**config.mk**
```make
export PLATFORM = sky130hd
export DESIGN_NAME = uart_tx
export DESIGN_NICKNAME = d
export VERILOG_FILES = /design/src/rtl/uart_tx_pkg.sv /design/src/rtl/uart_baud_gen.sv /design/src/rtl/uart_tx.sv
export SDC_FILE = /design/constraint.sdc
export NUM_CORES = 1
export LEC_CHECK = 0
export CAP_MARGIN = 20
export CORE_MARGIN = 2
export CORE_UTILIZATION = 40
export DETAILED_ROUTE_END_ITERATION = 8
export SYNTH_ARGS = -nofsm -noshare
export SYNTH_HDL_FRONTEND = slang
export SYNTH_SLANG_ARGS = --single-unit
```
**constraint.sdc**
```tcl
create_clock -name clk -period 2.79 [get_ports clk]
set_input_delay 0.558 -clock clk [delete_from_list [all_inputs] [get_ports clk]]
set_output_delay 0.558 -clock clk [all_outputs]
set_load 0.1 [all_outputs]
```
**src/rtl/uart_tx_pkg.sv**
```systemverilog
// Shared UART definitions: system clock rate, width helper, bit-period rule, TX state encoding.
`default_nettype none

package uart_tx_pkg;

  localparam int CLK_FREQ = 50000000;

  typedef enum logic [1:0] {
    ST_IDLE  = 2'd0,
    ST_START = 2'd1,
    ST_DATA  = 2'd2,
    ST_STOP  = 2'd3
  } tx_state_t;

  // Number of bits needed to hold 0..value-1 (never less than 1).
  function automatic int clogb2(input int value);
    int r;
    r = 0;
    for (int i = 0; i < 31; i++) begin
      if ((1 << i) < value) r = i + 1;
    end
    if (r == 0) r = 1;
    return r;
  endfunction

  function automatic int bit_period(input int baud);
    return CLK_FREQ / baud;
  endfunction

endpackage

`default_nettype wire

```
**src/rtl/uart_baud_gen.sv**
```systemverilog
// Synchronous-reset bit-period counter: counts while enabled, wraps on its last count.
`default_nettype none

module uart_baud_gen
  import uart_tx_pkg::*;
#(
  parameter int cnt_max = 5208
) (
  input  logic                        clk,
  input  logic                        rst_n,
  input  logic                        en,
  input  logic                        clr,
  output logic [clogb2(cnt_max)-1:0]  cnt,
  output logic                        cnt_end
);

  localparam int CNT_W = clogb2(cnt_max);
  localparam logic [CNT_W-1:0] CNT_LAST = CNT_W'(cnt_max - 1);

  logic [CNT_W-1:0] cnt_q;

  always_ff @(posedge clk) begin
    if (!rst_n || clr || cnt_end) begin
      cnt_q <= '0;
    end else if (en) begin
      cnt_q <= cnt_q + 1'b1;
    end
  end

  assign cnt     = cnt_q;
  assign cnt_end = (cnt_q == CNT_LAST);

endmodule

`default_nettype wire

```
**src/rtl/uart_tx.sv**
```systemverilog
// UART transmitter: valid/ready word in, start bit + LSB-first data + one stop bit out on tx.
`default_nettype none

module uart_tx
  import uart_tx_pkg::*;
#(
  parameter int datawidth = 5,
  parameter int Baudrate  = 9600
) (
  input  logic                 clk,
  input  logic                 rst_n,
  input  logic [datawidth-1:0] tx_data,
  input  logic                 tx_valid,
  output logic                 tx_ready,
  output logic                 tx,
  output logic                 tx_busy,
  output logic                 tx_done
);

  localparam int cnt_max1 = bit_period(Baudrate);
  localparam int CNT_W    = clogb2(cnt_max1);
  localparam int IDX_W    = clogb2(datawidth + 1);
  localparam logic [IDX_W-1:0] IDX_LAST = IDX_W'(datawidth - 1);

  tx_state_t              state_q;
  logic [datawidth-1:0]   shift_q;
  logic [datawidth-1:0]   shift_d;
  logic [IDX_W-1:0]       idx_q;
  logic                   tx_q;
  logic                   ready_q;
  logic                   busy_q;
  logic                   done_q;
  logic                   baud_end;
  logic [CNT_W-1:0]       baud_cnt_unused;

  uart_baud_gen #(
    .cnt_max (cnt_max1)
  ) u_baud (
    .clk     (clk),
    .rst_n   (rst_n),
    .en      (busy_q),
    .clr     (state_q == ST_IDLE),
    .cnt     (baud_cnt_unused),
    .cnt_end (baud_end)
  );

  assign shift_d = shift_q >> 1;

  always_ff @(posedge clk) begin
    if (!rst_n) begin
      state_q <= ST_IDLE;
      shift_q <= '0;
      idx_q   <= '0;
      tx_q    <= 1'b1;
      ready_q <= 1'b1;
      busy_q  <= 1'b0;
      done_q  <= 1'b0;
    end else begin
      done_q <= 1'b0;
      case (state_q)
        ST_IDLE: begin
          if (tx_valid && ready_q) begin
            state_q <= ST_START;
            shift_q <= tx_data;
            tx_q    <= 1'b0;
            ready_q <= 1'b0;
            busy_q  <= 1'b1;
          end
        end
        ST_START: begin
          if (baud_end) begin
            state_q <= ST_DATA;
            idx_q   <= '0;
            tx_q    <= shift_q[0];
          end
        end
        ST_DATA: begin
          if (baud_end) begin
            if (idx_q == IDX_LAST) begin
              state_q <= ST_STOP;
              tx_q    <= 1'b1;
            end else begin
              shift_q <= shift_d;
              tx_q    <= shift_d[0];
              idx_q   <= idx_q + 1'b1;
            end
          end
        end
        ST_STOP: begin
          // Ready rises with done so a held tx_valid restarts after one idle clock.
          if (baud_end) begin
            state_q <= ST_IDLE;
            ready_q <= 1'b1;
            busy_q  <= 1'b0;
            done_q  <= 1'b1;
          end
        end
        default: state_q <= ST_IDLE;
      endcase
    end
  end

  assign tx       = tx_q;
  assign tx_ready = ready_q;
  assign tx_busy  = busy_q;
  assign tx_done  = done_q;

endmodule

`default_nettype wire

```
Yosys cells after proc, flatten, opt, wreduce, memory -nomap -nowiden --
Cells that the tools add are included. W data, S select, Z words.
Storage, ports and cells: bits in registers 27, input port bits 8, output and inout port bits 4
Operators by class: add/subtract/negate cells 2, equal/unequal tests 11, multiplexer cells 25, reductions and logical operators 15
Operator list (number):
- $mux W5 | 3
- $add A13 B1 Y13 const B | 1
- $eq A13 B13 Y1 const B | 1
- $reduce_and A4 Y1 | 3
- $mux W2 | 5
- $pmux W5 S2 | 1
- $mux W3 | 3
- $mux W1 | 8
- $pmux W2 S4 | 1
- $ne A2 B1 Y1 const B | 3
- $ne A2 B2 Y1 const B | 3
- $pmux W3 S2 | 1
- $reduce_bool A2 Y1 | 3
- $reduce_and A5 Y1 | 1
- $eq A2 B2 Y1 const B | 2
- $pmux W1 S2 | 2
- $add A3 B1 Y3 const B | 1
- $eq A3 B3 Y1 const B | 1
- $pmux W1 S3 | 1
- $reduce_and A3 Y1 | 1
- $reduce_bool A3 Y1 | 1
- $eq A2 B1 Y1 const B | 1
- $logic_not A2 Y1 | 1
- $logic_or A1 B1 Y1 | 2
- 3 further kinds | 3

Longest topological paths before layout --
depth after elaboration 4, mapped depth 7, gate-level depth less buffers 6

Hierarchy --
A second synthesis with hierarchy kept.
Unflattened totals: cells, all modules 154, area total of the unflattened synthesis 1452.6 um^2
By module, submodules not included:
- uart_tx | instances 1, cells each 87, area an instance 833.3 um^2, sequential area each 280.3 um^2
- uart_baud_gen | instances 1, cells each 67, area an instance 619.3 um^2, sequential area each 260.2 um^2

Worst setup path before layout --
OpenSTA, ideal clock, no wires.
path type reg2reg, start register busy_q (netlist: tx_busy), end register u_baud.cnt_q[12] (netlist: u_baud.cnt[12]), library setup time 0.070 ns, arrival 2.260 ns, data required time 2.720 ns, path slack 0.460 ns, stages on the path, launching flop included 6, path buffers 1, clock period less this slack 2.330 ns, cells stage by stage dfxtp_1 -> buf_2 -> nand3_1 -> or2_2 -> or4_1 -> a21oi_1
RTL lines:
- start, declared | RTL line uart_tx.sv:31 | logic busy_q;
- start signal, assigned | RTL line uart_tx.sv:56 | busy_q <= 1'b0;
- start signal, assigned | RTL line uart_tx.sv:67 | busy_q <= 1'b1;
- start signal, assigned | RTL line uart_tx.sv:94 | busy_q <= 1'b0;
- end signal, assigned | RTL line uart_baud_gen.sv:26 | cnt_q <= cnt_q + 1'b1;
- end, declared | RTL line uart_baud_gen.sv:20 | logic [CNT_W-1:0] cnt_q;

Worst setup path after layout --
start register u_baud.cnt_q[7] (netlist: u_baud.cnt[7]), end register shift_q[0]
Between the ends: longest elaborated chain between the ends 3
Ends and longest elaborated chain:
- $eq A13 B13 Y1 | RTL line uart_baud_gen.sv:31 | assign cnt_end = (cnt_q == CNT_LAST);
- $ne A2 B1 Y1 (no source line)
- $reduce_and A4 Y1 (no source line)
- end signal, assigned | RTL line uart_tx.sv:64 | shift_q <= tx_data;
- end signal, assigned | RTL line uart_tx.sv:83 | shift_q <= shift_d;
- end, declared | RTL line uart_tx.sv:26 | logic [datawidth-1:0] shift_q;
Every way passes these cells. A chain may end at the register's enable or synchronous reset.

==> summary.md <==
| Metric | Value |
|---|---|
| Nets | slightly below 200 |
| Die X | 64.47 um |
| Root buffer cell | clkbuf_4 |
| Yosys reg bits | 27 |
| DP Area | roughly 1600 um2 |
| Ys flop type | dfxtp_1 |
| Clk sink count | 27 |
| Hold/Removal Path Class | reg2reg |
| Tot Pwr | between 1 and 1.5 mW |
| Hold path depth | 2 |
| CTS Buf Count | 3 |
| R2R setup slack | 0.75 ns |
| FF-to-FF path depth | 4 |
| WP data arrival | 2.25 ns |
| Min Hold Slack | 0.4717 ns |
| Hold Path End | shift_q[3]$_SDFFE_PN0P_ |
| Max VDD drop | around 0.4 mV |
| Syn. warnings | 0 |
| Util after Layout | 0.4762 |
| Skew final | between 0.006 and 0.007 ns |
| Die Y | approximately 64 um |
| Antenna fix cells | 0 |
| Layout Area Growth over Synthesis | 11.21% |
| Max Cap Viol | 0 |
| Final Non-Filler Cells | approximately 220 |
| First-pass GRT wire length | 5126 um |
| Minimum clock period | just over 2 ns |
| Grt ovf | 0 |
| Final Instance Area | between 1500 and 2000 um2 |
| Post-Route Setup TNS | 0 ns |
| Initial antenna violation count | 0 |
| Reg-to-Reg Start | u_baud.cnt[7]$_SDFFE_PP0P_ |
| Hold Crit Start | shift_q[3]$_SDFFE_PN0P_ |
| Final worst setup slack | about 0.75 ns |
| Fin crit share | 0.7304 |
| Register area share after synthesis | 0.3695 |
| Setup Viol. Count Final | 0 |
| LEAKAGE | roughly 0.61 nW |
| Core area | 3416 um2 |
| Vias | 1,183 |
| RSZ-0062 raised after global routing | no |
| Die area | between 4000 and 5000 um2 |
| Post-Syn Area | around 1500 um2 |
| Total GRT Usage | 0.1544 |
| Worst slew pin tran | approximately 0.49 ns |
| CP max FO | 12 |
| Initial Util | 0.4282 |
| Drt initial violations | 24 |
| Max Fclk | between 400 and 500 MHz |
| Number of routed nets with antenna violations | 0 |
| Outcome | finished clean |
| Crit. End Element | register |
| Post-place setup slack | 0.7563 ns |
| Final wirelength | between 2000 and 3000 um |
| Drt pass-1 iters | 4 |
| Hold Buf Count CTS | 0 |
| Setup bufs post-CTS | 0 |
| Layout filler cell count | between 300 and 400 |
| Worst-path clk slew | roughly 0.15 ns |
| Synth Instances | around 170 |
| Crit. Startpoint | u_baud.cnt[7]$_SDFFE_PP0P_ |
| RePlAce Congestion | around 0.85 |
| EDFF count, synth | 0 |
| Reg-to-Reg End | shift_q[0]$_SDFFE_PN0P_ |
| Via density | 5.329 |
| Netlist cell types | 43 |
| Placed cell count | approximately 220 |
| Buffers on Ports | 11 |
| Post-CTS resize count | 0 |
| WP data required | 3.00 ns |
| Hold Vio Cnt, Final | 0 |
| Avg Inst Size Synth | between 8 and 9 um2 |
| CTS H-tree depth | 1 |
| DRC | 0 |
| Post-DP HPWL | about 2300 um |
| Vias in the first global route | 1,153 |
| Max Slew Vio Count | 0 |
| CP Class | reg2reg |
| Largest net degree at the start of global routing | 20 |
| Syn nets | ~180 |
| CTS tree | built |
| Routed WL per cell | roughly 14 um |
| Worst setup SP type | register |
| CTS Buffer Depth | 2 |
| Slew margin rel. | 0.6723 |
| I/O pin count | 12 |
| Post-synth ARST share | 0 |
| Cell Rows | 21 |
| Power Dens Cells | about 740 nW/um2 |
| Layout cells sized above 1 | 0.1080 |
| Worst-Skew Late Latency | about 0.32 ns |
## layer usage
| metal | wire (um) | vias to the layer above | global-route usage |
|---|---|---|---|
| met5 | 0 | - | 0 |
| met1 | 1407 | 561 | 0.1878 |
| met4 | 21 | 0 | 0.03191 |
| met2 | 1493 | 10 | 0.2826 |
| li1 | - | 610 | - |
| met3 | 74 | 2 | 0.02951 |
## layout make-up
type	count	area, um2	share of cell area
well taps	46	57.56	0.03538
clock buffers	3	22.52	0.01385
inverters	9	33.78	0.02077
multi-input cells	123	852.1	0.5238
flip-flops and latches	27	540.5	0.3323
clock inverters	1	5.005	0.003077
repair buffers	13	115.1	0.07077
## state kept, by name, indices dropped and copies added, names as in the netlist
name        count
tx              1
idx_q           3
tx_ready        1
state_q         2
tx_busy         1
u_baud.cnt     13
shift_q         5
tx_done         1
## cell families after synthesis
| logic type | after synthesis | share of synthesized area |
|---|---|---|
| simple gates | 65 | 0.2438 |
| flops | 27 | 0.3695 |
| buf+inv | 16 | 0.04790 |
| compound gates | 34 | 0.1694 |
| xor+xnor | 10 | 0.05988 |
| fa+ha+maj | 8 | 0.06844 |
| mux | 6 | 0.04106 |
## cells in the mapped netlist (all sizes together) (2+ instances only)
cell    count  area share
dfxtp      27        0.37
nor2       14       0.036
nand2b      5       0.021
nor3        7       0.032
clkbuf      3      0.0077
a31oi       3       0.013
xnor2       3       0.018
mux2i       6       0.041
o21ai       5       0.017
nand2      15       0.038
xor2        7       0.042
nand4       5       0.021
nand3       6       0.024
inv         9       0.023
a21oi       6       0.021
and3        4       0.017
o211ai      7       0.036
buf         4       0.017
ha          8       0.068
o21a        2       0.010
or3         2       0.012
a21boi      2       0.010
## power by group
group | internal, mW | switching [mW] | total [mW]
sequential | 0.444 | 0.0475 | 0.491
clock | 0.0536 | 0.113 | 0.166
combinational | 0.210 | 0.343 | 0.553
total | 0.707 | 0.503 | 1.21
## critical path: stages, from the launching register on
cell     delay (ns)
dfxtp_1        0.38
or4b_4         0.57
nor3_4         0.47
a41oi_2        0.33
mux2i_1        0.18
## placed cells by master, fill, tap and decap left out, drive strengths merged, types with 2 or more instances in the layout
master,n
dfxtp,27
nand2,15
nor2,14
inv,9
ha,8
xor2,7
o211ai,7
clkdlybuf4s50,7
nor3,7
mux2i,6
a21oi,6
buf,6
nand3,6
nand4,5
nand2b,5
o21ai,5
and3,4
xnor2,3
a31oi,3
clkbuf,3
a21boi,2
o21a,2
or3,2
## how the worst max path moves through the flow
stage / endpoint / slack, ns / depth (start not counted)
2_1_floorplan: u_baud.cnt[12]$_SDFFE_PP0P_ / 0.46 / 5
3_3_place_gp: shift_q[1]$_SDFFE_PN0P_ / 0.81 / 5
3_5_place_dp: shift_q[2]$_SDFFE_PN0P_ / 0.76 / 5
4_1_cts: shift_q[2]$_SDFFE_PN0P_ / 0.76 / 4
5_1_grt: shift_q[2]$_SDFFE_PN0P_ / 0.64 / 4
6_report: shift_q[0]$_SDFFE_PN0P_ / 0.75 / 4
Note: power is estimated with default switching activity, not from simulation.
